$ cat src/rtl/pe_q_merge.sv
// pe_q_merge: buffers the two PE result streams in per-channel FIFOs and merges them,
// burst by burst with round-robin arbitration, onto one channel-tagged 64-bit stream.
module pe_q_merge #(
   parameter int unsigned DEPTH_LOG2 = 5,
   parameter int unsigned SLACK      = 4,
   parameter int unsigned BURST      = 16
) (
   input  logic        CLK,
   input  logic        SYS_RST,
   input  logic        PE_RST,
   input  logic [63:0] Q,
   input  logic        Q_VALID,
   output logic        Q_BP,
   input  logic [63:0] Q2,
   input  logic        Q2_VALID,
   output logic        Q2_BP,
   output logic [63:0] O,
   output logic        O_CH,
   output logic        O_VALID,
   input  logic        O_BP,
   output logic [31:0] CNT0,
   output logic [31:0] CNT1,
   output logic [1:0]  OVF
);

   localparam int unsigned DEPTH = 1 << DEPTH_LOG2;
   localparam int unsigned CW    = DEPTH_LOG2 + 1;
   localparam int unsigned BW    = $clog2(BURST + 1);
   localparam logic [CW-1:0] FULL_LVL  = CW'(DEPTH);
   localparam logic [CW-1:0] BP_LVL    = CW'(DEPTH - SLACK);
   localparam logic [CW-1:0] ONE_LVL   = CW'(1);
   localparam logic [BW-1:0] BURST_LVL = BW'(BURST);

   typedef enum logic [1:0] {StIdle, StServe0, StServe1} state_t;

   state_t                     state_q;
   logic                       last_q;
   logic [BW-1:0]              burst_q;

   logic [63:0]                mem_q [2][DEPTH];
   logic [1:0][DEPTH_LOG2-1:0] wr_ptr_q;
   logic [1:0][DEPTH_LOG2-1:0] rd_ptr_q;
   logic [1:0][CW-1:0]         count_q;
   logic [1:0]                 bp_q;
   logic [1:0]                 ovf_q;

   logic [63:0]                o_q;
   logic                       o_ch_q;
   logic                       o_valid_q;
   logic [31:0]                cnt0_q;
   logic [31:0]                cnt1_q;

   logic [1:0][63:0]           in_data;
   logic [1:0][63:0]           head;
   logic [1:0]                 in_valid;
   logic [1:0]                 nonempty;
   logic [1:0]                 full;
   logic [1:0]                 pop;
   logic [1:0]                 wr;
   logic [1:0]                 drop;
   logic [1:0]                 last_word;
   logic                       serving;
   logic                       srv;

   // Per-channel FIFO status, pop/write decisions and head-of-queue read.
   always_comb begin
      in_valid   = {Q2_VALID, Q_VALID};
      in_data[0] = Q;
      in_data[1] = Q2;
      serving    = (state_q != StIdle);
      srv        = (state_q == StServe1);
      for (int i = 0; i < 2; i++) begin
         nonempty[i]  = (count_q[i] != '0);
         full[i]      = (count_q[i] == FULL_LVL);
         pop[i]       = serving && (srv == 1'(i)) && !O_BP && nonempty[i];
         // A pop frees its slot before the write lands, so full+pop still accepts.
         wr[i]        = in_valid[i] && (!full[i] || pop[i]);
         drop[i]      = in_valid[i] && full[i] && !pop[i];
         // This pop drains the FIFO, so the burst can end without an empty cycle.
         last_word[i] = (count_q[i] == ONE_LVL) && !wr[i];
         head[i]      = mem_q[i][rd_ptr_q[i]];
      end
   end

   // FIFO storage; contents need no reset since pointers define validity.
   always_ff @(posedge CLK) begin
      for (int i = 0; i < 2; i++) begin
         if (wr[i] && !PE_RST) begin
            mem_q[i][wr_ptr_q[i]] <= in_data[i];
         end
      end
   end

   // FIFO pointers, occupancy, registered backpressure and sticky overflow.
   always_ff @(posedge CLK or negedge SYS_RST) begin
      if (!SYS_RST) begin
         wr_ptr_q <= '0;
         rd_ptr_q <= '0;
         count_q  <= '0;
         bp_q     <= '1;
         ovf_q    <= '0;
      end else if (PE_RST) begin
         wr_ptr_q <= '0;
         rd_ptr_q <= '0;
         count_q  <= '0;
         bp_q     <= '1;
         ovf_q    <= '0;
      end else begin
         for (int i = 0; i < 2; i++) begin
            if (wr[i]) wr_ptr_q[i] <= wr_ptr_q[i] + 1'b1;
            if (pop[i]) rd_ptr_q[i] <= rd_ptr_q[i] + 1'b1;
            case ({wr[i], pop[i]})
               2'b10:   count_q[i] <= count_q[i] + 1'b1;
               2'b01:   count_q[i] <= count_q[i] - 1'b1;
               default: count_q[i] <= count_q[i];
            endcase
            // Free entries <= SLACK, judged on occupancy before this edge.
            bp_q[i] <= (count_q[i] >= BP_LVL);
            if (drop[i]) ovf_q[i] <= 1'b1;
         end
      end
   end

   // Arbiter FSM with registered output word, channel tag and forward counters.
   always_ff @(posedge CLK or negedge SYS_RST) begin
      if (!SYS_RST) begin
         state_q   <= StIdle;
         last_q    <= 1'b1;
         burst_q   <= '0;
         o_q       <= '0;
         o_ch_q    <= 1'b0;
         o_valid_q <= 1'b0;
         cnt0_q    <= '0;
         cnt1_q    <= '0;
      end else if (PE_RST) begin
         state_q   <= StIdle;
         last_q    <= 1'b1;
         burst_q   <= '0;
         o_q       <= '0;
         o_ch_q    <= 1'b0;
         o_valid_q <= 1'b0;
         cnt0_q    <= '0;
         cnt1_q    <= '0;
      end else begin
         o_valid_q <= 1'b0;
         case (state_q)
            StIdle: begin
               burst_q <= '0;
               if (nonempty == 2'b11) begin
                  state_q <= last_q ? StServe0 : StServe1;
               end else if (nonempty[0]) begin
                  state_q <= StServe0;
               end else if (nonempty[1]) begin
                  state_q <= StServe1;
               end
            end
            StServe0, StServe1: begin
               if (|pop) begin
                  burst_q   <= burst_q + 1'b1;
                  o_q       <= head[srv];
                  o_ch_q    <= srv;
                  o_valid_q <= 1'b1;
                  if (srv) cnt1_q <= cnt1_q + 32'd1;
                  else     cnt0_q <= cnt0_q + 32'd1;
                  if ((burst_q + 1'b1 == BURST_LVL) || last_word[srv]) begin
                     state_q <= StIdle;
                     last_q  <= srv;
                  end
               end else if (!nonempty[srv]) begin
                  state_q <= StIdle;
                  last_q  <= srv;
               end
            end
            default: state_q <= StIdle;
         endcase
      end
   end

   assign Q_BP    = bp_q[0] | PE_RST;
   assign Q2_BP   = bp_q[1] | PE_RST;
   assign O       = o_q;
   assign O_CH    = o_ch_q;
   assign O_VALID = o_valid_q;
   assign CNT0    = cnt0_q;
   assign CNT1    = cnt1_q;
   assign OVF     = ovf_q;

endmodule

$ cat config.mk
export PLATFORM = sky130hd
export DESIGN_NAME = pe_q_merge
export DESIGN_NICKNAME = d
export VERILOG_FILES = /design/src/rtl/pe_q_merge.sv
export SDC_FILE = /design/constraint.sdc
export NUM_CORES = 2
export LEC_CHECK = 0
export CAP_MARGIN = 40
export CORE_ASPECT_RATIO = 0.5
export CORE_MARGIN = 3
export CORE_UTILIZATION = 25
export DETAILED_ROUTE_END_ITERATION = 16
export MAX_ROUTING_LAYER = met4
export SKIP_LAST_GASP = 1
export SYNTH_ARGS = -nofsm -noshare
export SYNTH_HDL_FRONTEND = slang
export SYNTH_SLANG_ARGS = --single-unit
$ cat constraint.sdc
create_clock -name CLK -period 6 [get_ports CLK]
set_input_delay 0.6 -clock CLK [delete_from_list [all_inputs] [get_ports CLK]]
set_output_delay 0.6 -clock CLK [all_outputs]
set_load 0.05 [all_outputs]
# [Word-level counts from Yosys, hierarchy flattened]
# Memory sizes are Yosys's and may differ from the RTL's.
# Index checks and enable logic that the tools add are counted.
[word_totals] regBits=174 mem_bits_rw=4096 inputBits=134 output_inout_bits=134 word_cells=184 n_memories=1
[memory_table] name="mem_q" depth=2 width=2048 rd=2 rd_clocked_by_memory_dff=0 wr=2 line_no="40" source="logic [63:0] mem_q [2][DEPTH];"
[op_classes] add_sub_neg=11 magnitude_cmp=9 eq_ne=19 mux=67 n_bitwise=7 reduce_logical=53
[op_table] cell="2048-bit two-way mux" count=2
[op_table] cell="64-bit two-way mux" count=11
[op_table] cell="64-bit binary-select mux with 5-bit select" count=2
[op_table] cell="64-bit demux with 5-bit select" count=2
[op_table] cell="32-bit two-way mux" count=8
[op_table] cell="32-bit by 1-bit adder with 32-bit output (second input constant)" count=2
[op_table] cell="5-bit two-way mux" count=6
[op_table] cell="5-bit by 1-bit adder with 5-bit output (second input constant)" count=5
[op_table] cell="6-bit >= comparator (second input constant)" count=4
[op_table] cell="5-bit NOT with 6-bit output" count=4
[op_table] cell="6-bit one-hot mux with 2 select lines" count=2
[op_table] cell="10-bit two-way mux" count=2
[op_table] cell="2-bit two-way mux" count=10
[op_table] cell="2-bit nonzero test" count=10
[op_table] cell="1-bit two-way mux" count=19
[op_table] cell="1-bit logical AND" count=18
[op_table] cell="6-bit by 1-bit adder with 6-bit output (second input constant)" count=2
[op_table] cell="6-bit by 1-bit equality test with 1-bit output (second input constant)" count=2
[op_table] cell="6-bit equality test (second input constant)" count=2
[op_table] cell="6-bit by 5-bit >= comparator with 1-bit output (second input constant)" count=2
[op_table] cell="6-bit by 1-bit < comparator with 1-bit output (second input constant)" count=2
[op_table] cell="12-bit two-way mux" count=1
[op_table] cell="3-bit AND reduction" count=4
[op_table] cell="6-bit nonzero test" count=2
[op_table] cell="20 further kinds" count=42

# [Depth between registers and ports, before layout]
[depth] ltp_word=16 depth_mapped=13 ltp_nobuf=9

# [Worst setup path before layout]
# OpenSTA, ideal clock, no wires.
[synth_path] path_kind="register to register" from="reg count_q[6] in the netlist's numbering" to="mem mem_q[0][2048] in the netlist's numbering, enable pin" setup_time_ns=0.487 arrival_ns=4.472 slack_ns=1.041 stages_incl_launch_ff=10 n_path_buf=2 period_less_slack_ns=4.959 cell_sequence="dfrtp_1 > inv_1 > ha_1 > or4b_1 > buf_2 > o31a_1 > clkbuf_1 > and2_1 > nand2_1 > nor2_1"
[synth_rtl] item="start: declaration" line_no="43" source="logic [1:0][CW-1:0] count_q;"
[synth_rtl] item="start signal: indexed assignment" line_no="113" source="2'b10: count_q[i] <= count_q[i] + 1'b1;"
[synth_rtl] item="start signal: indexed assignment" line_no="114" source="2'b01: count_q[i] <= count_q[i] - 1'b1;"
[synth_rtl] item="start signal: indexed assignment" line_no="115" source="default: count_q[i] <= count_q[i];"
[synth_rtl] item="end: declaration" line_no="40"

# [Worst setup path in the final report]
[layout_path] from="reg state_q[0]" to="reg o_q[28], in the netlist O[28]"
[layout_between] elab_chain_cells=8
[layout_lines] item="start: declaration" line_no="36" source="state_t state_q;"
[layout_lines] item="start signal: assignment" line_no="127" source="state_q <= StIdle;"
[layout_lines] item="start signal: assignment" line_no="136" source="state_q <= StIdle;"
[layout_lines] item="start signal: assignment" line_no="150" source="state_q <= last_q ? StServe0 : StServe1;"
[layout_lines] item="2-bit equality test" line_no="71, 146"
[layout_lines] item="1-bit NOT" line_no="75" source="pop[i] = serving && (srv == 1'(i)) && !O_BP && nonempty[i];"
[layout_lines] item="1-bit logical AND (3 in series)" line_no="75"
[layout_lines] item="2-bit OR reduction" line_no="158" source="if (|pop) begin"
[layout_lines] item="2-bit nonzero test (no source line)"
[layout_lines] item="2-bit AND reduction (no source line)"
[layout_lines] item="end signal: assignment" line_no="160" source="o_q <= head[srv];"
[layout_lines] item="end: declaration" line_no="47" source="logic [63:0] o_q;"
# Parallel ways exist; a longest one is shown, timed or not. The select of a mux whose other input is x is not followed.
# A chain may end at the register's enable or synchronous reset.

==> results.yml <==
logic_synthesis:
  ys_warn_count: 0
  synth_nets: 7792
  avgSynthCellArea_um2: 21.5
  yosysSeqAreaShare_pct: 77.6
  synth_cells: 7634
  synth_top_area_cell: "edfxtp_1"
  synth.distinct_cells: 80
  synthTopCellsByCount: "edfxtp_1, mux4_2, mux2i_1, nor2_1, nand2_1"
  synth-main-ff-cell: "edfxtp_1"
  yosysMostFrequentCell: "edfxtp_1"
  yosys_register_bits: 4270
  synthTopCellsByArea: "edfxtp_1, mux4_2, mux2i_1, dfrtp_1, a22oi_1"
  ys_async_sr_fraction_pct: 4.07
  synth-edff-count: 4096
  synth_area_mm2: 0.164
  synth_top_area_share_pct: 75.0
power:
  peakVddDrop_uv: 236
  p_per_area_mw_per_mm2: 335
  p_leak_uw: 0.0581
  power_uw: 65300
floorplan:
  die_w_um: 1150
  placementRows: 209
  core_area_mm2: 0.651
  die_y_um: 579
  dieArea_mm2: 0.667
  io_pins: 268
  initial_core_util_pct: 25.2
clock_network:
  cts_sinks: 4270
  htreeDepth: 5
  clk_pin_slew_worst_paths_ps: 60
  cts_tree: "done"
  ctsResizeCount: 0
  clk_latency_ps: 970
  cts_root_buffer: "clkbuf_16"
  clockBufferDepth: 4
  cts-buffers-inserted: 418
layout:
  seq_area_mm2: 0.127
  nFillCells: 62400
  multi_input_area_mm2: 0.0350
  syn2layout_area_growth_pct: 18.8
  drive_above_1_share_pct: 23.9
  nNetsFinal: 8483
critical_path:
  reg2reg_to: "O[28]$_DFFE_PN0P_"
  cpLargestDelayFamily: "simple AND/OR/NAND/NOR gates"
  required_ps: 6870
  arrival_ps: 5210
  cp_max_fo: 25
  endpoint_kind: "flop"
  critPathLaunchType: "flop"
  crit_type: "flop to flop"
  r2r-start: "state_q[0]$_DFFE_PN0P_"
  cp_num_cells: 9
  critPathSlowestCell: "or3_2"
  cp_common_cell: "buf_4"
  rr_worst_depth: 9
  critical_path.cell_chain: "inv_1, ha_2, buf_4, or3_4, a211oi_2, or3_2, buf_4, and3_1, a221o_1"
  cp_slowest_stage_delay_ps: 750
  path_buf_inv: 3
  r2r_slack_ps: 1660
  crit_start: "state_q[0]$_DFFE_PN0P_"
  cp-endpoint: "O[28]$_DFFE_PN0P_"
min_path:
  hold_path.class: "input port to asynchronous set/reset pin"
drt:
  dr.pass1.iters: 5
  drt_iter0_markers: 9715
  route.detailed.drc: 0
  routed_wl_um: 462000
  vias: 82500
  routed_via_density: 4.76
  wire_per_inst_um: 26.6
  antenna_left: 0
timing:
  finClkSkew_ps: 43.2
  maxSlewViolCount: 0
  worst_pin_slew_ps: 1100
  relSlewSlack_pct: 26.8
  clock.fmax_ghz: 0.231
  hold_viol: 0
  setup_tns_ps: 0
  rsz0062_at_grt: "no"
  finalCriticalPeriod_ps: 4340
  post-route-period-util_pct: 72.3
  finalSetupViolations: 0
grt:
  antenna_found_initial: 66
  grt_pass1_vias: 82900
  grt_overflow: 0
  grt_pass1_wl_um: 651000
  grt_usage_pct: 13.8
  grt_max_degree: 97
placement:
  gp_congestion: 0.831
  port_buffers: 267
  hpwl_um: 282000
status:
  status: "finished, final reports clean"
job:
  maxCapViolCount: 0
==> metrics by stage <==
step	cells	setup slack (ps)	utilization, %	hold WS, ps	area (um^2)
after global routing	17300	1450	29.9	233	195000
after CTS	17300	1640	29.9	182	195000
after floorplan	7634	1040	-	304	164000
after global placement	16400	715	27.5	492	179000
final	17400	1660	30.0	247	195000
after detailed placement	16600	1440	27.8	538	181000
==> worst min path at each step <==
stage	slack (ps)	depth (start not counted)	start	end
floorplan	300	0	SYS_RST	CNT0[0]$_DFFE_PN0P_
global placement	490	2	OVF[0]$_DFFE_PN0P_	OVF[0]$_DFFE_PN0P_
detailed placement	540	1	state_q[0]$_DFFE_PN0P_	state_q[0]$_DFFE_PN0P_
CTS	180	1	Q[30]	mem_q[0][222]$_DFFE_PP_
global route	230	2	PE_RST	rd_ptr_q[2]$_DFFE_PN0P_
finish	250	2	SYS_RST	CNT0[18]$_DFFE_PN0P_
==> cells by family (layout without fill, tap and decap cells) <==
family,Yosys count,in the layout,share of synthesized area (%)
adder cells (fa/ha/maj),24,24,0.183
other,0,20,0
multiplexers,1348,1348,15.0
AND/OR/NAND/NOR,680,680,1.97
buffers and inverters,455,1500,1.46
flip-flops,4270,4270,77.6
AO/OA/AOI/OAI,783,783,3.41
XOR/XNOR,74,74,0.395
==> layout make-up <==
type,instances,share of cell area (%)
Clock inverter,241,1.28
Inverter,28,0.0539
Antenna cell,20,0.0257
Clock buffer,533,5.78
Sequential cell,4270,65.4
Tap cell,8651,5.55
Timing Repair Buffer,698,4.01
Multi-Input combinational cell,2909,17.9
==> power breakdown <==
group          internal (uW)  switching, uW
clock network          15200          11200
logic                   2300           3370
registers              32900            357
==> state kept, by name (all words and copies together) (netlist names), 5 cells and up <==
register  count
CNT0         32
CNT1         32
O            64
burst_q       5
count_q      12
mem_q      4096
rd_ptr_q     10
wr_ptr_q     10
==> routing by layer <==
| metal | part of all wire [%] | vias to the layer above | GRT usage (%) |
|---|---|---|---|
| li1 | - | 33600 | - |
| met1 | 40 | 45000 | 17.6 |
| met3 | 6.9 | 627 | 2.06 |
| met4 | 2.7 | 0 | 3.90 |
| met2 | 50 | 3333 | 23.2 |
| met5 | 0 | - | - |
==> layout by cell type (no fill, tap or decap), types with 30 or more instances in the layout <==
cell,Yosys,routed
edfxtp_1,4096,4096
mux4_2,881,881
mux2i_1,455,455
clkbuf_16,0,429
clkdlybuf4s50_1,0,253
buf_4,67,243
nand2_1,198,198
a22oi_1,162,162
dfrtp_1,171,161
nor2_1,206,135
a21oi_1,115,115
o22ai_1,101,101
buf_12,1,94
clkbuf_1,173,90
clkinv_1,1,87
nand3_1,77,75
clkinv_2,0,75
nor2_4,0,68
buf_8,1,60
a211oi_1,58,58
o21ai_0,64,54
o221ai_1,46,46
xnor2_1,44,44
bufinv_16,0,44
a22o_1,35,35
nor3_1,33,32
a31oi_1,30,30
xor2_1,30,30
==> what timing repair did <==
action,in CTS,in global routing
hold endpoints to repair,77,0
buffers inserted,0,0
hold buffers,1,0
(Power assumes the default switching activity.)
